--- src/rtl/gcn_pkg.sv ---
// rtl/gcn_pkg.sv - shared FSM state encoding and host header field positions
package gcn_pkg;

    typedef enum logic [2:0] {
        IDLE,
        WADDR,
        WDATA,
        INPUT,
        FLUSH,
        WAIT,
        HDR,
        DRAIN
    } state_t;

    localparam int HDR_ROW_MSB = 15;
    localparam int HDR_ROW_LSB = 8;
    localparam int HDR_COL_MSB = 7;
    localparam int HDR_COL_LSB = 0;

endpackage

--- src/rtl/gcn_entry_fifo.sv ---
// rtl/gcn_entry_fifo.sv - circular entry FIFO with occupancy count
module gcn_entry_fifo #(
    parameter int WIDTH = 32,
    parameter int DEPTH = 4
) (
    input  logic                   clk,
    input  logic                   rst,
    input  logic                   push_i,
    input  logic [WIDTH-1:0]       wdata_i,
    input  logic                   pop_i,
    output logic [WIDTH-1:0]       rdata_o,
    output logic                   full_o,
    output logic                   empty_o,
    output logic [$clog2(DEPTH):0] count_o
);
    localparam int AW = $clog2(DEPTH);

    logic [WIDTH-1:0] mem_q [DEPTH];
    logic [AW-1:0]    wr_ptr_q, wr_ptr_d, rd_ptr_q, rd_ptr_d;
    logic [AW:0]      count_q, count_d;
    logic             do_push, do_pop;

    assign empty_o = (count_q == '0);
    assign full_o  = (count_q == (AW+1)'(DEPTH));
    assign do_pop  = pop_i && !empty_o;
    // A pop in the same cycle frees the slot, so a full FIFO still takes the push.
    assign do_push = push_i && (!full_o || do_pop);
    assign rdata_o = mem_q[rd_ptr_q];
    assign count_o = count_q;

    always_comb begin
        wr_ptr_d = wr_ptr_q + AW'(do_push);
        rd_ptr_d = rd_ptr_q + AW'(do_pop);
        count_d  = count_q + (AW+1)'(do_push) - (AW+1)'(do_pop);
    end

    always_ff @(posedge clk) begin
        if (!rst) begin
            wr_ptr_q <= '0;
            rd_ptr_q <= '0;
            count_q  <= '0;
        end else begin
            wr_ptr_q <= wr_ptr_d;
            rd_ptr_q <= rd_ptr_d;
            count_q  <= count_d;
        end
    end

    always_ff @(posedge clk) begin
        if (do_push) mem_q[wr_ptr_q] <= wdata_i;
    end

endmodule

--- src/rtl/gcn_host_ctrl.sv ---
// rtl/gcn_host_ctrl.sv - host protocol front end: weight load, sparse entry stream, result drain
module gcn_host_ctrl
    import gcn_pkg::*;
#(
    parameter int DATA_W     = 16,
    parameter int W_ROWS     = 32,
    parameter int N_COLS     = 2,
    parameter int OUT_ROWS   = 100,
    parameter int FIFO_DEPTH = 4
) (
    input  logic              clk,
    input  logic              rst,
    input  logic              i_req,
    input  logic              i_cmd,
    input  logic [DATA_W-1:0] i_data,
    output logic              o_result,
    output logic              o_rdy,
    output logic [DATA_W-1:0] o_data,
    output logic              o_dvalid,
    output logic              o_sw,
    output logic              o_w_wr,
    output logic [7:0]        o_w_col,
    output logic [7:0]        o_w_row,
    output logic [DATA_W-1:0] o_w_data,
    output logic              o_e_valid,
    output logic [7:0]        o_e_row,
    output logic [7:0]        o_e_col,
    output logic [DATA_W-1:0] o_e_data,
    input  logic              i_e_ready,
    output logic              o_last,
    input  logic              i_done,
    output logic [15:0]       o_res_addr,
    input  logic [DATA_W-1:0] i_res_data,
    output logic              o_err
);
    localparam int         TOTAL_R  = N_COLS * OUT_ROWS;
    localparam int         EW       = 16 + DATA_W;
    localparam int         CW       = $clog2(FIFO_DEPTH) + 1;
    localparam logic [7:0] COL_MASK = 8'(N_COLS - 1);

    state_t            state_q, state_d;
    logic [7:0]        base_q, base_d, wrow_q, wrow_d, wcol_q, wcol_d;
    logic [7:0]        erow_q, erow_d, ecol_q, ecol_d;
    logic              hdr_q, hdr_d, rd_pend_q, rd_pend_d;
    logic [15:0]       cnt_q, cnt_d;
    logic              result_q, result_d, rdy_q, rdy_d, dvalid_q, dvalid_d, sw_q, sw_d;
    logic              w_wr_q, w_wr_d, last_q, last_d, err_q, err_d;
    logic [7:0]        w_col_q, w_col_d, w_row_q, w_row_d;
    logic [DATA_W-1:0] data_q, data_d, w_data_q, w_data_d;

    logic              accept, w_last, in_range, fifo_push, fifo_pop, push_ok;
    logic              fifo_full, fifo_empty;
    logic [CW-1:0]     fifo_count;
    logic [EW-1:0]     fifo_head;

    assign accept    = (state_q == IDLE) && i_req && result_q;
    assign w_last    = (wcol_q == 8'(N_COLS - 1)) && (wrow_q == 8'(W_ROWS - 1));
    assign in_range  = (int'(erow_q) < OUT_ROWS) && (int'(ecol_q) < W_ROWS);
    assign fifo_push = (state_q == INPUT) && hdr_q && in_range;
    assign fifo_pop  = !fifo_empty && i_e_ready;
    assign push_ok   = fifo_push && (!fifo_full || fifo_pop);

    gcn_entry_fifo #(.WIDTH(EW), .DEPTH(FIFO_DEPTH)) u_fifo (
        .clk     (clk),
        .rst     (rst),
        .push_i  (fifo_push),
        .wdata_i ({erow_q, ecol_q, i_data}),
        .pop_i   (fifo_pop),
        .rdata_o (fifo_head),
        .full_o  (fifo_full),
        .empty_o (fifo_empty),
        .count_o (fifo_count)
    );

    always_ff @(posedge clk) begin
        if (!rst) state_q <= IDLE;
        else      state_q <= state_d;
    end

    always_comb begin
        state_d = state_q;
        unique case (state_q)
            IDLE:    if (accept) state_d = WADDR;
            WADDR:   state_d = WDATA;
            WDATA:   if (w_last) state_d = INPUT;
            INPUT:   if (i_cmd) state_d = FLUSH;
            FLUSH:   if (fifo_count == '0) state_d = WAIT;
            WAIT:    if (i_done) state_d = HDR;
            HDR:     state_d = DRAIN;
            DRAIN:   if (cnt_q == 16'(TOTAL_R + 1)) state_d = IDLE;
            default: state_d = IDLE;
        endcase
    end

    // The drain runs two cycles past the last address so the read pipeline empties before o_rdy.
    always_comb begin
        base_d    = base_q;
        wrow_d    = wrow_q;
        wcol_d    = wcol_q;
        erow_d    = erow_q;
        ecol_d    = ecol_q;
        hdr_d     = hdr_q;
        cnt_d     = cnt_q;
        rd_pend_d = (state_q == DRAIN) && (cnt_q < 16'(TOTAL_R));
        result_d  = (state_q == IDLE) && (state_d == IDLE);
        rdy_d     = 1'b0;
        sw_d      = 1'b0;
        w_wr_d    = 1'b0;
        w_col_d   = w_col_q;
        w_row_d   = w_row_q;
        w_data_d  = w_data_q;
        data_d    = data_q;
        dvalid_d  = 1'b0;
        last_d    = 1'b0;
        err_d     = err_q;
        unique case (state_q)
            IDLE: if (accept) err_d = 1'b0;
            WADDR: begin
                base_d = i_data[7:0] & ~COL_MASK;
                if ((i_data[7:0] & COL_MASK) != '0) err_d = 1'b1;
                sw_d   = 1'b1;
                wrow_d = '0;
                wcol_d = '0;
                hdr_d  = 1'b0;
            end
            WDATA: begin
                w_wr_d   = 1'b1;
                w_col_d  = base_q + wcol_q;
                w_row_d  = wrow_q;
                w_data_d = i_data;
                if (wrow_q == 8'(W_ROWS - 1)) begin
                    wrow_d = '0;
                    wcol_d = wcol_q + 8'd1;
                end else begin
                    wrow_d = wrow_q + 8'd1;
                end
            end
            INPUT: begin
                hdr_d = !hdr_q;
                if (!hdr_q) begin
                    erow_d = i_data[HDR_ROW_MSB:HDR_ROW_LSB];
                    ecol_d = i_data[HDR_COL_MSB:HDR_COL_LSB];
                    if (i_cmd) err_d = 1'b1;
                end else if (!push_ok) begin
                    err_d = 1'b1;
                end
            end
            FLUSH: if (fifo_count == '0) last_d = 1'b1;
            WAIT: ;
            HDR: begin
                data_d   = DATA_W'(base_q);
                dvalid_d = 1'b1;
                cnt_d    = '0;
            end
            DRAIN: begin
                cnt_d = cnt_q + 16'd1;
                if (cnt_q == 16'(TOTAL_R + 1)) rdy_d = 1'b1;
            end
            default: ;
        endcase
        if (rd_pend_q) begin
            data_d   = i_res_data;
            dvalid_d = 1'b1;
        end
    end

    always_ff @(posedge clk) begin
        if (!rst) begin
            base_q <= '0;  wrow_q <= '0;  wcol_q <= '0;  erow_q <= '0;  ecol_q <= '0;
            hdr_q <= 1'b0; cnt_q <= '0;   rd_pend_q <= 1'b0;
            result_q <= 1'b0; rdy_q <= 1'b0; sw_q <= 1'b0; w_wr_q <= 1'b0;
            w_col_q <= '0; w_row_q <= '0; w_data_q <= '0; data_q <= '0;
            dvalid_q <= 1'b0; last_q <= 1'b0; err_q <= 1'b0;
        end else begin
            base_q <= base_d;  wrow_q <= wrow_d;  wcol_q <= wcol_d;  erow_q <= erow_d;  ecol_q <= ecol_d;
            hdr_q <= hdr_d;    cnt_q <= cnt_d;    rd_pend_q <= rd_pend_d;
            result_q <= result_d; rdy_q <= rdy_d; sw_q <= sw_d; w_wr_q <= w_wr_d;
            w_col_q <= w_col_d; w_row_q <= w_row_d; w_data_q <= w_data_d; data_q <= data_d;
            dvalid_q <= dvalid_d; last_q <= last_d; err_q <= err_d;
        end
    end

    // Addresses step linearly, which equals col_offset*OUT_ROWS + row.
    assign o_res_addr = ((state_q == DRAIN) && (cnt_q < 16'(TOTAL_R))) ? cnt_q : '0;
    assign o_result   = result_q;
    assign o_rdy      = rdy_q;
    assign o_data     = data_q;
    assign o_dvalid   = dvalid_q;
    assign o_sw       = sw_q;
    assign o_w_wr     = w_wr_q;
    assign o_w_col    = w_col_q;
    assign o_w_row    = w_row_q;
    assign o_w_data   = w_data_q;
    assign o_last     = last_q;
    assign o_err      = err_q;
    assign o_e_valid  = !fifo_empty;
    assign o_e_row    = fifo_empty ? '0 : fifo_head[EW-1 -: 8];
    assign o_e_col    = fifo_empty ? '0 : fifo_head[DATA_W+7 -: 8];
    assign o_e_data   = fifo_empty ? '0 : fifo_head[DATA_W-1:0];

endmodule
--- config.mk ---
export PLATFORM = sky130hd
export DESIGN_NAME = gcn_host_ctrl
export DESIGN_NICKNAME = d
export VERILOG_FILES = /design/src/rtl/gcn_pkg.sv /design/src/rtl/gcn_entry_fifo.sv /design/src/rtl/gcn_host_ctrl.sv
export SDC_FILE = /design/constraint.sdc
export NUM_CORES = 1
export LEC_CHECK = 0
export BUFFER_PORTS_ARGS = -buffer_cell sky130_fd_sc_hd__buf_4
export CAP_MARGIN = 20
export CORE_ASPECT_RATIO = 1.25
export CORE_UTILIZATION = 45
export DETAILED_ROUTE_END_ITERATION = 10
export PLACE_DENSITY = 0.71
export SLEW_MARGIN = 20
export SYNTH_ARGS = -nofsm -noshare
export SYNTH_HDL_FRONTEND = slang
export SYNTH_HIERARCHICAL = 1
export SYNTH_SLANG_ARGS = --single-unit
--- constraint.sdc ---
create_clock -name clk -period 5.55 [get_ports clk]
set_input_delay 0.555 -clock clk [delete_from_list [all_inputs] [get_ports clk]]
set_output_delay 0.555 -clock clk [all_outputs]
set_load 0.05 [all_outputs]
; ---- Word-level counts from Yosys, hierarchy flattened
; Memories as Yosys holds them, arrays and structs flattened. A register that Yosys moved wholly into a read port is not among the register bits.
; Cells that the tools add are included.
[classes]
add_sub_neg = 8
mul = 0
div_mod_pow = 0
order_cmp = 3
n_eq_ne = 16
n_shift = 0
mux = 34
n_bitwise = 1
reduce_logical = 30
[op_table]
columns = op, count
row1 = $mux W16, 4
row2 = $mux W8, 4
row3 = $pmux W16 S2, 1
row4 = $pmux W8 S2, 2
row5 = $pmux W3 S8, 1
row6 = $mux W3, 6
row7 = $add A16 B1 Y16 const B, 1
row8 = $add A8 B1 Y8 const B, 2
row9 = $eq A16 B8 Y1 const B, 1
row10 = $lt A16 B8 Y1 const B, 1
row11 = $eq A3 B3 Y1 const B, 5
row12 = $mux W1, 13
row13 = $logic_and A1 B1 Y1, 12
row14 = $logic_not A3 Y1, 3
row15 = $add A8 B8 Y8, 1
row16 = $eq A8 B1 Y1 const B, 1
row17 = $eq A8 B5 Y1 const B, 1
row18 = $lt A8 B6 Y1 const B, 1
row19 = $lt A8 B7 Y1 const B, 1
row20 = $reduce_and A2 Y1, 4
row21 = $reduce_bool A2 Y1, 4
row22 = $eq A3 B2 Y1 const B, 2
row23 = $ne A2 B2 Y1 const B, 3
row24 = $ne A3 B3 Y1 const B, 2
row25 = other kinds (12), 16
[totals]
reg_bits = 122
latch_bits = 0
ramBits = 128
rom_bits = 0
mem_count = 1
[memory_table]
columns = name, words, word_bits, read_ports, rd_clocked_by_memory_dff, write_ports, line_no
row1 = u_fifo.mem_q, 4, 32, 1, 1, 1, gcn_entry_fifo.sv:18  ; logic [WIDTH-1:0] mem_q [DEPTH];

; ---- Longest topological paths before layout
; Gate-level depths: netlist of the first run.
[depth]
ltp_word = 8
ltp_mapped = 11
depth_no_buf = 10

; ---- Modules after synthesis
; The synthesis of the first run kept the hierarchy.
[by_module_without_submodules]
columns = module, n_inst, cells_each, area_each_um2
row1 = gcn_host_ctrl, 1, 688, 5516.5
row2 = gcn_entry_fifo, 1, 205, 5029.8

; ---- Least setup slack after synthesis of the first run
; Ideal clock, no wire load.
[synth_path]
kind = register -> register
from = register state_q[0]
to = memory u_fifo.mem_q[0][0] (enable)
setup_ns = 0.513
t_arrival_ns = 4.592
path_slack_ns = 0.445
stages_incl_launch_ff = 7
path_cell_list = dfxtp_1 -> buf_2 -> nand2_1 -> nor2_1 -> nand4_1 -> a31oi_1 -> nor4b_1
[synth_between]
elab_chain_len = 6
[synth_lines]
columns = element, line_no
row1 = from (decl), gcn_host_ctrl.sv:41  ; state_t state_q, state_d;
row2 = from (signal assigned), gcn_host_ctrl.sv:77  ; else state_q <= state_d;
row3 = $eq A3 B2 Y1, gcn_host_ctrl.sv:59  ; assign fifo_push = (state_q == INPUT) && hdr_q && in_range;
row4 = $logic_and A1 B1 Y1 (2 in series), gcn_host_ctrl.sv:59
row5 = via fifo_push, gcn_host_ctrl.sv:51  ; logic accept, w_last, in_range, fifo_push, fifo_pop, push_ok;
row6 = $logic_and A1 B1 Y1, gcn_entry_fifo.sv:27  ; assign do_push = push_i && (!full_o || do_pop);
row7 = $mux W1, gcn_entry_fifo.sv:50  ; if (do_push) mem_q[wr_ptr_q] <= wdata_i;
row8 = $mux W1 (implied by the code), gcn_entry_fifo.sv:50
row9 = to (decl), gcn_entry_fifo.sv:18
; The timed path passes the listed nets, and every way through them passes these cells.

; ---- Final worst setup path of the first run
[layout_path]
from = register state_q[1]
to = output port o_res_addr[1]
[layout_between]
elab_chain_len = 3
[layout_lines]
columns = element, line_no
row1 = $eq A3 B3 Y1, gcn_host_ctrl.sv:184  ; assign o_res_addr = ((state_q == DRAIN) && (cnt_q < 16'(TOTAL_R))) ? cnt_q : '0;
row2 = $logic_and A1 B1 Y1, gcn_host_ctrl.sv:184
row3 = $mux W16, gcn_host_ctrl.sv:184
row4 = to (decl), gcn_host_ctrl.sv:32  ; output logic [15:0] o_res_addr,
; Every way passes these cells.

==> results of run 1 <==
[layout by cell type, fill, tap and decap left out, types with 5 or more instances in the layout]
| cell type | Yosys | layout |
|---|---|---|
| and2_1 | 33 | 33 |
| clkbuf_16 | 0 | 26 |
| and3_1 | 5 | 5 |
| conb_1 | 1 | 8 |
| inv_1 | 15 | 16 |
| nor2b_1 | 46 | 46 |
| ha_1 | 14 | 14 |
| nor2_1 | 28 | 28 |
| o21ai_0 | 27 | 27 |
| nand4_1 | 9 | 9 |
| xnor2_1 | 10 | 10 |
| xor2_1 | 6 | 6 |
| a21boi_0 | 56 | 56 |
| dfxtp_1 | 122 | 121 |
| nor3_1 | 13 | 11 |
| bufinv_16 | 0 | 5 |
| nand3_1 | 26 | 26 |
| buf_4 | 8 | 144 |
| o211a_1 | 10 | 10 |
| mux4_2 | 32 | 32 |
| nand2_1 | 161 | 161 |
| a21oi_1 | 18 | 18 |
| edfxtp_1 | 128 | 128 |
| nor4_1 | 5 | 5 |
[logic make-up (layout without fill, tap and decap cells)]
group	count (synthesis)	in the layout	synth area share [%]
AOI/OAI and AO/OA	143	143	9.41
xor gates and xnor gates	17	17	1.54
adders and majority gates	16	16	2.04
buffers and inverters	71	204	3.21
DFF	250	250	59.6
muxes	32	32	6.83
other	1	8	0.0356
and+or+nand+nor	363	363	17.3
[power by group]
part | switching [mW] | total (mW) | internal (mW)
logic | 0.427 | 0.610 | 0.183
clock network | 0.696 | 1.81 | 1.12
registers | 0.0911 | 2.10 | 2.01
[worst max-delay path, delay by kind of cell, from the launching register on]
family / cells / cell delay [ns]
simple gates: 4 / 1.64
flops: 1 / 0.80
buf+inv: 1 / 0.20
[registers in the layout, summed over array words and instances (netlist names), 2 cells and up]
signal	cells
o_w_col	8
cnt_q	16
o_w_data	16
base_q	7
wrow_q	8
erow_q	8
ecol_q	8
u_fifo/wr_ptr_q	2
state_q	3
u_fifo/count_o	3
o_data	16
wcol_q	8
u_fifo/mem_q	128
o_w_row	8
u_fifo/rd_ptr_q	2
[area by class of cell]
class,count,area share [%]
clock buffer,30,5.43
clock inverter,15,1.68
inverter,15,0.444
multi-input combinational,579,31.5
sequential,250,49.6
tap,288,2.84
timing repair buffer,144,8.53
[cells in the mapped netlist, types with 4 or more instances]
cell type	n
buf_4	8
ha_1	14
and2_1	33
or3_1	4
buf_2	9
buf_6	4
dfxtp_1	122
nand3_1	26
nand2_1	161
xnor2_1	10
a21boi_0	56
inv_1	15
nor4_1	5
mux4_2	32
edfxtp_1	128
nor2_1	28
nand4_1	9
clkbuf_1	31
a31oi_1	4
nor3_1	13
xor2_1	6
and3_1	5
nor2b_1	46
a21oi_1	18
o211a_1	10
o21ai_0	27
[worst paths after layout]
kind	from	slack, ns	cells past startpoint	end
min reg2reg	o_w_data[15]	0.46	2	o_w_data[15]
max	state_q[1]	1.83	5	o_res_addr[1]
max reg2reg	state_q[1]	2.30	10	u_fifo/count_o[2]
min	i_res_data[4]	0.26	2	o_data[4]
[through the flow]
stage | hold WS [ns] | cell area [µm²] | util (%) | instances
2_1_floorplan | 0.450 | 10600 | - | 900
3_3_place_gp | 0.442 | 11800 | 51.3 | 1276
3_5_place_dp | 0.451 | 11800 | 51.3 | 1276
4_1_cts | 0.253 | 12700 | 55.2 | 1321
5_1_grt | 0.260 | 12700 | 55.2 | 1321
6_report | 0.263 | 12700 | 55.2 | 1321
[per-layer routing]
layer / vias to the layer above / part of all wire, %
met4: 0 / 1.9
met1: 3422 / 42
met5: - / 0
li1: 3417 / -
met2: 218 / 50
met3: 35 / 5.8
==> qor.txt, run 1 <==
Status: finished with violations
Failing checks: DRC
First-pass GRT wire length: 37,100 µm
Final slew viol count: 0
Vias in the first global route: 7,231
CTS hold repair buffers: 0
CTS buffer count: 25
Routed WL: 22,900 µm
Post-CTS Setup Bufs: 0
Hold Path Class: in2reg
Register area: 0.00629 mm²
Critical Path RT: 4.99 ns
Leakage power: 4.69 nW
CTS H-tree lvls: 1
Layout area overhead: 20.2%
Io pins: 142
Final worst path period need: 3.72 ns
Met3 GRT Util: 3.46%
Clock Path Buffers: 3
Hpwl dp: 14,700 µm
Initial Util: 45.9%
Die ar.: 0.0241 mm²
Max cap viols: 0
Final setup TNS: 0 ns
Sink Count: 250
Number of port buffers: 133
Gpl congestion: 0.825
Met2 GRT Util: 35.1%
Core ar.: 0.0230 mm²
Synth Flop Type: edfxtp_1
DIE HEIGHT: 173 µm
Setup ws final: 1.83 ns
Clock slew at reported path FFs: 0.06 ns
Top Usage Layer GRT: met2
Post-DR wirelength/cell: 17.3 µm
DR vias: 7,092
Crit path largest cell delay: 0.80 ns
Period utilization: 67.0%
Final setup vio count: 0
Sequential-to-total area share from yosys stat: 59.6%
Async set-reset flop share out of synthesis: 0%
Fin. Hold Viols: 0
Area of the multi-input gates: 0.00399 mm²
GRT Overall Usage: 19.2%
Initial antenna violation count: 0
Fill cells: 1,934
CP Cell Sequence: and2_1 -> nand2_1 -> nor4_2 -> and2_1 -> buf_4
Vias per inst: 5.37
Mean post-synth cell area: 11.8 µm²
Share of cells above drive strength 1: 22.7%
Number of DRC markers in iteration 0: 375
Post-route total power: 4.53 mW
RSZ-0062 raised after global routing: no
ANT cells: 0
Clk_skew: 0.00997 ns
Number of flops mapped to enable cells by yosys: 128
Power per cell area: 357 mW/mm²
# DRC: 1
CTS tree: built
Row cnt: 62
Critical path class: reg2out
Total gr overflow: 0
Max VDD drop: 0.276 mV
Mapped cell area: 0.0105 mm²
Post-placement setup slack: 2.35 ns
TritonRoute pass-1 iters: 11
CTS root buf: clkbuf_16
Slew @ Worst Pin: 0.747 ns
Cell taking the most area after synthesis: edfxtp_1
Crit Path Max Fanout: 24
Worst rel slew slack: 50.2%
Largest cells by area after synthesis: edfxtp_1 (36%), dfxtp_1 (23%), mux4_2 (6.8%)
Yosys warns: 6
Largest net degree at the start of global routing: 69
Startpoint Class: flip-flop
Max Clk Rate: 0.269 GHz
Met1 usage: 23.1%
Slowest cell on crit path: dfxtp_1
# nets final: 1,069
CTS resizes: 0
FF+latch count, synth: 250
Yosys top cell area share: 36.4%
Skew-Pair Late Insertion Delay: 0.51 ns
Synth unique cells: 64
Chip Width: 139 µm
Final ANT Viol Nets: 0
Worst EP arrival: 3.16 ns
Mapped Cells: 893
Crit end category: output pin
CP most frequent cell: and2_1
Note: power is estimated with default switching activity, not from simulation.
==> inputs of run 2 (changes only) <==
Clock period 5.55 ns to 3.6 ns, I/O delays scaled along.
==> run 2 against run 1 <==
The flow still finishes with violations (DRC). First-iteration DRC count unchanged. Clock-buffer cell count decreased by 3. Flip-flop and latch count unchanged. Critical endpoint is now o_res_addr[7]. Largest power group unchanged.
==> qor.txt, run 2 (synthesis gave the netlist of run 1 again) <==
Leakage power: 4.73 nW (+0.75%)
Post-DR wirelength/cell: 16.9 µm (-2.8%)
Clock slew at reported path FFs: 0.07 ns (about the same)
CTS H-tree lvls: 1 (unchanged)
CTS root buf: clkbuf_16
Clock Path Buffers: 3 (unchanged)
Met1 usage: 23.2% (+0.14 points)
Most frequent cells in the layout: nand2_1 (161), buf_4 (153), edfxtp_1 (128)
First-pass GRT wire length: 36,600 µm (-1.3%)
Layout area overhead: 21.0%
Met3 GRT Util: 2.35% (-1.1 points)
Hold depth: 2 (unchanged)
Status: finished with violations
Number of port buffers: 133 (unchanged)
Critical Path RT: 3.24 ns (-1.75 ns)
Row cnt: 62 (unchanged)
Routed WL: 22,400 µm (-2.1%)
Initial Util: 45.9% (unchanged)
Vias per inst: 5.35 (-0.37%)
Top reg by flops: u_fifo/mem_q
Initial antenna violation count: 0 (unchanged)
Number of DRC markers in iteration 0: 375 (unchanged)
Most common cell after layout, fill and taps aside: nand2_1
Largest net degree at the start of global routing: 97 (+41%)
Utilization after layout: 55.6% (+0.39 points)
Max cap viols: 0 (unchanged)
Fin. Hold Viols: 0 (unchanged)
Max reg flops: 128 (unchanged)
Finished Cell Area: 0.0128 mm² (+0.70%)
Vias in the first global route: 7,079 (-2.1%)
RSZ-0062 raised after global routing: no
Post-placement setup slack: 0.802 ns (-1.55 ns)
Slew @ Worst Pin: 0.865 ns (+0.119 ns)
Startpoint Class: flip-flop
Max Clk Rate: 0.327 GHz
Clk_skew: 0.00989 ns (-0.0000877 ns)
Fill cells: 1,910 (-1.2%)
DIE HEIGHT: 173 µm (unchanged)
Max VDD drop: 0.362 mV (+31%)
DP Area: 0.0119 mm² (+0.97%)
Io pins: 142 (unchanged)
CTS resizes: 0 (unchanged)
Register-to-Register Path Depth: 9 (-1)
# nets final: 1,078 (+0.84%)
Final slew viol count: 0 (unchanged)
Skew-Pair Late Insertion Delay: 0.51 ns (about the same)
Hold Path Class: in2reg
Core ar.: 0.0230 mm² (unchanged)
Crit end category: output pin
CTS hold repair buffers: 0 (unchanged)
Register area: 0.00629 mm² (unchanged)
Post-CTS Setup Bufs: 0 (unchanged)
Power per cell area: 547 mW/mm² (+53%)
Hpwl dp: 14,900 µm (+1.5%)
Total gr overflow: 0 (unchanged)
Critical path class: reg2out
Gpl congestion: 0.828 (+0.36%)
Die ar.: 0.0241 mm² (unchanged)
Met2 GRT Util: 34.5% (-0.61 points)
Area of the multi-input gates: 0.00402 mm² (+0.66%)
Period utilization: 85.0%
Final ANT Viol Nets: 0 (unchanged)
Final worst path period need: 3.06 ns
Setup ws final: 0.539 ns (-1.29 ns)
Final setup vio count: 0 (unchanged)
Share of cells above drive strength 1: 23.0% (+0.28 points)
TritonRoute pass-1 iters: 10 (-1)
Sink Count: 250 (unchanged)
Failing checks: DRC
# DRC: 5 (+4)
Chip Width: 139 µm (unchanged)
DR vias: 7,114 (+0.31%)
Top Usage Layer GRT: met2
Crit Path Max Fanout: 16 (-33%)
ANT cells: 0 (unchanged)
CTS buffer count: 24 (-4.0%)
CTS tree: built
Worst EP arrival: 2.70 ns (-0.46 ns)
Worst rel slew slack: 42.3% (-7.8 points)
GRT Overall Usage: 18.9% (-0.30 points)
## run 2: per-stage QoR
stage                     hold slack (ns)  instances  total power [mW]  setup TNS, ns
after global placement              0.442       1286              4.27              0
final                              0.0668       1330              6.98              0
after floorplan                     0.450        900              3.94         -0.331
after CTS                          0.0476       1330              7.04              0
after global routing               0.0545       1330              7.25              0
after detailed placement            0.445       1286              4.28              0
## run 2: final cells by class
class                           instances  area share, %
Clock buffer                           27           4.96
Clock inverter                         17           1.90
Inverter                               15          0.441
Multi-Input combinational cell        579           31.5
Sequential cell                       250           49.3
Tap cell                              288           2.82
Timing Repair Buffer                  154           9.16
## run 2: power by group
group	switching, mW	total, mW	internal (mW)	leakage (nW)
clock network	1.06	2.76	1.70	0.418
logic	0.728	1.03	0.307	2.16
registers	0.0871	3.19	3.10	2.15
## run 2: final timing paths
path                                     from                end  slack (ns)
worst min-delay path            i_res_data[4]          o_data[4]        0.07
worst max-delay path               state_q[2]      o_res_addr[7]        0.54
worst min register to register   o_w_data[15]       o_w_data[15]        0.45
worst max register to register     state_q[2]  u_fifo/count_o[2]        0.73
## run 2: per-layer routing
layer  up-vias  share of wire, %
li1       3446                 -
met1      3475                42
met2       158                52
met3        35               4.1
met4         0               2.0
met5         -                 0
## run 2: worst max-delay path: stages (launching register included)
cell and delay, ns:
dfxtp_1 0.62, and2_1 0.19, buf_4 0.18, nand2_1 0.26, nor4_2 0.51, and2_1 0.22
buf_4 0.20
==> inputs of run 3 (changes only) <==
Settings changed: CORE_ASPECT_RATIO 1.25 to unset, CORE_MARGIN set to 4.
==> run 3 against run 2 <==
The run now ends clean. Flip-flop and latch count unchanged. Register-to-register slack improved by 0.02 ns. Critical path depth unchanged. Power decreased by 2.6%. Critical path type unchanged.
==> qor.txt, run 3 (synthesis gave the netlist of run 1 again) <==
Status: complete, no violations
Initial Util: 46.2% (+0.23 points)
Worst EP arrival: 2.65 ns (-0.05 ns)
FF-to-FF Start: state_q[2]
CTS buffer count: 26 (+8.3%)
Row cnt: 55 (-11%)
Hpwl dp: 14,900 µm (+0.16%)
Final ANT Viol Nets: 0 (unchanged)
Final worst path period need: 3.01 ns (-0.0549 ns)
CP Launch Point: state_q[1]
First-pass GRT wire length: 37,000 µm (+1.1%)
Largest net degree at the start of global routing: 71 (-27%)
Clock slew at reported path FFs: 0.06 ns (about the same)
Post-placement setup slack: 0.787 ns (-0.0150 ns)
Period utilization: 83.5% (-1.5 points)
Die ar.: 0.0260 mm² (+7.9%)
# nets final: 1,076 (-0.19%)
CTS hold repair buffers: 0 (unchanged)
Max reg flops: 128 (unchanged)
Leakage power: 4.69 nW (-0.88%)
Register-to-Register Path Depth: 10 (+1)
ANT cells: 0 (unchanged)
Max cap viols: 0 (unchanged)
Setup ws final: 0.593 ns (+0.0549 ns)
Final setup vio count: 0 (unchanged)
DR vias: 7,058 (-0.79%)
Vias in the first global route: 6,975 (-1.5%)
Most common cell after layout, fill and taps aside: nand2_1
Crit Path Max Fanout: 23 (+7)
Skew-Pair Late Insertion Delay: 0.52 ns (about the same)
Vias per inst: 5.21 (-2.6%)
Worst rel slew slack: 42.4% (+0.068 points)
Layout area overhead: 20.7%
Hold Crit Start: i_res_data[6]
Stages on the worst setup path: 6 (unchanged)
RSZ-0062 raised after global routing: no
Sink Count: 250 (unchanged)
Worst path bufs/invs: 2 (unchanged)
Max VDD drop: 0.263 mV (-27%)
Fin. Hold Viols: 0 (unchanged)
Post-CTS Setup Bufs: 0 (unchanged)
Register-to-register setup slack: 0.75 ns (+0.02 ns)
Reg-to-Reg End: u_fifo/count_o[2]
Crit path largest cell delay: 0.46 ns (-0.16 ns)
Top reg by flops: u_fifo/mem_q
Critical Path RT: 3.24 ns (about the same)
Post-route total power: 6.79 mW (-2.6%)
TritonRoute pass-1 iters: 5 (-5)
Crit end category: output pin
Fill cells: 1,990 (+4.2%)
CP Capture Point: o_res_addr[6]
Core ar.: 0.0228 mm² (-0.50%)
CTS H-tree lvls: 1 (unchanged)
CTS resizes: 0 (unchanged)
Number of port buffers: 133 (unchanged)
# DRC: 0 (-5)
Most frequent cells in the layout: nand2_1 (161), buf_4 (148), edfxtp_1 (128)
Hold Path Class: in2reg
Post-DR wirelength/cell: 16.8 µm (-0.11%)
Clk_skew: 0.0151 ns (+0.00520 ns)
Final slew viol count: 0 (unchanged)
Initial antenna violation count: 0 (unchanged)
CTS tree: built
Number of DRC markers in iteration 0: 498 (+33%)
Clock Path Buffers: 3 (unchanged)
DIE HEIGHT: 161 µm (-7.0%)
Io pins: 142 (unchanged)
Routed WL: 22,800 µm (+1.8%)
CP Cell Sequence: buf_4 -> and2_1 -> nand2_1 -> nor4_2 -> and2_1 -> buf_4
Slowest cell on crit path: nor4_2
Critical path class: reg2out
GRT Overall Usage: 17.3% (-1.6 points)
Startpoint Class: flip-flop
Largest delay share family, worst path: simple AND/OR/NAND/NOR gates
Slew @ Worst Pin: 0.860 ns (-0.00479 ns)
Chip Width: 161 µm (+16%)
Max Clk Rate: 0.333 GHz (+1.8%)
Share of cells above drive strength 1: 22.8% (-0.19 points)
CTS root buf: clkbuf_16
Gpl congestion: 0.829 (+0.12%)
Power per cell area: 534 mW/mm² (-2.4%)
Total gr overflow: 0 (unchanged)
-- run 3: cell count changes in the layout (fill, tap and decap cells not counted), sizes merged --
| cell | change |
|---|---|
| buf | -4 |
| clkinvlp | +2 |
| clkbuf | +4 |
| clkinv | +3 |
| inv | -1 |
| bufinv | -4 |
-- run 3: how the worst min path moves through the flow --
stage | cells after the start | slack [ns] | to
6_report | 2 | 0.06 | o_data[6]
4_1_cts | 2 | 0.04 | o_data[7]
5_1_grt | 2 | 0.05 | o_data[4]
2_1_floorplan | 2 | 0.45 | o_w_row[7]
3_5_place_dp | 2 | 0.45 | o_w_col[4]
3_3_place_gp | 2 | 0.44 | o_w_data[15]
-- run 3: final cells by class --
class | instances | area, µm² | area share [%]
clock buffer | 31 | 691 | 5.42
clock inverter | 17 | 140 | 1.10
inverter | 15 | 56.3 | 0.442
multi-input combinational | 579 | 4020 | 31.5
sequential | 250 | 6290 | 49.4
tap | 313 | 392 | 3.08
timing repair buffer | 150 | 1150 | 9.04
-- run 3: metal layers --
layer	track usage, %	vias to the layer above	wire length (µm)
met5	0	-	0
met2	29.5	154	11100
met4	3.30	0	229
li1	-	3453	-
met1	23.1	3429	10100
met3	3.96	22	1380
-- run 3: stage by stage --
step | hold slack, ns | setup TNS, ns | instances | util [%] | instance area, µm²
floorplan | 0.450 | -0.331 | 900 | - | 10600
global placement | 0.444 | 0 | 1307 | 52.1 | 11900
detailed placement | 0.454 | 0 | 1307 | 52.1 | 11900
CTS | 0.0413 | 0 | 1355 | 55.7 | 12700
global route | 0.0534 | 0 | 1355 | 55.7 | 12700
finish | 0.0616 | 0 | 1355 | 55.7 | 12700
-- run 3: power breakdown --
part | leakage, nW | internal [mW] | total, mW | switching [mW]
registers | 2.15 | 3.10 | 3.19 | 0.0849
clock network | 0.396 | 1.51 | 2.58 | 1.07
logic | 2.14 | 0.314 | 1.03 | 0.717
total | 4.69 | 4.93 | 6.79 | 1.87
-- run 3: worst reg2reg max path: cells and delay by family (launching register included) --
kind	cells	cell delay (ns)
flip-flops	1	0.30
buffers and inverters	1	0.17
AND/OR/NAND/NOR	3	0.50
XOR/XNOR	2	0.33
adder cells (fa/ha/maj)	2	0.58
AO/OA/AOI/OAI	2	0.86
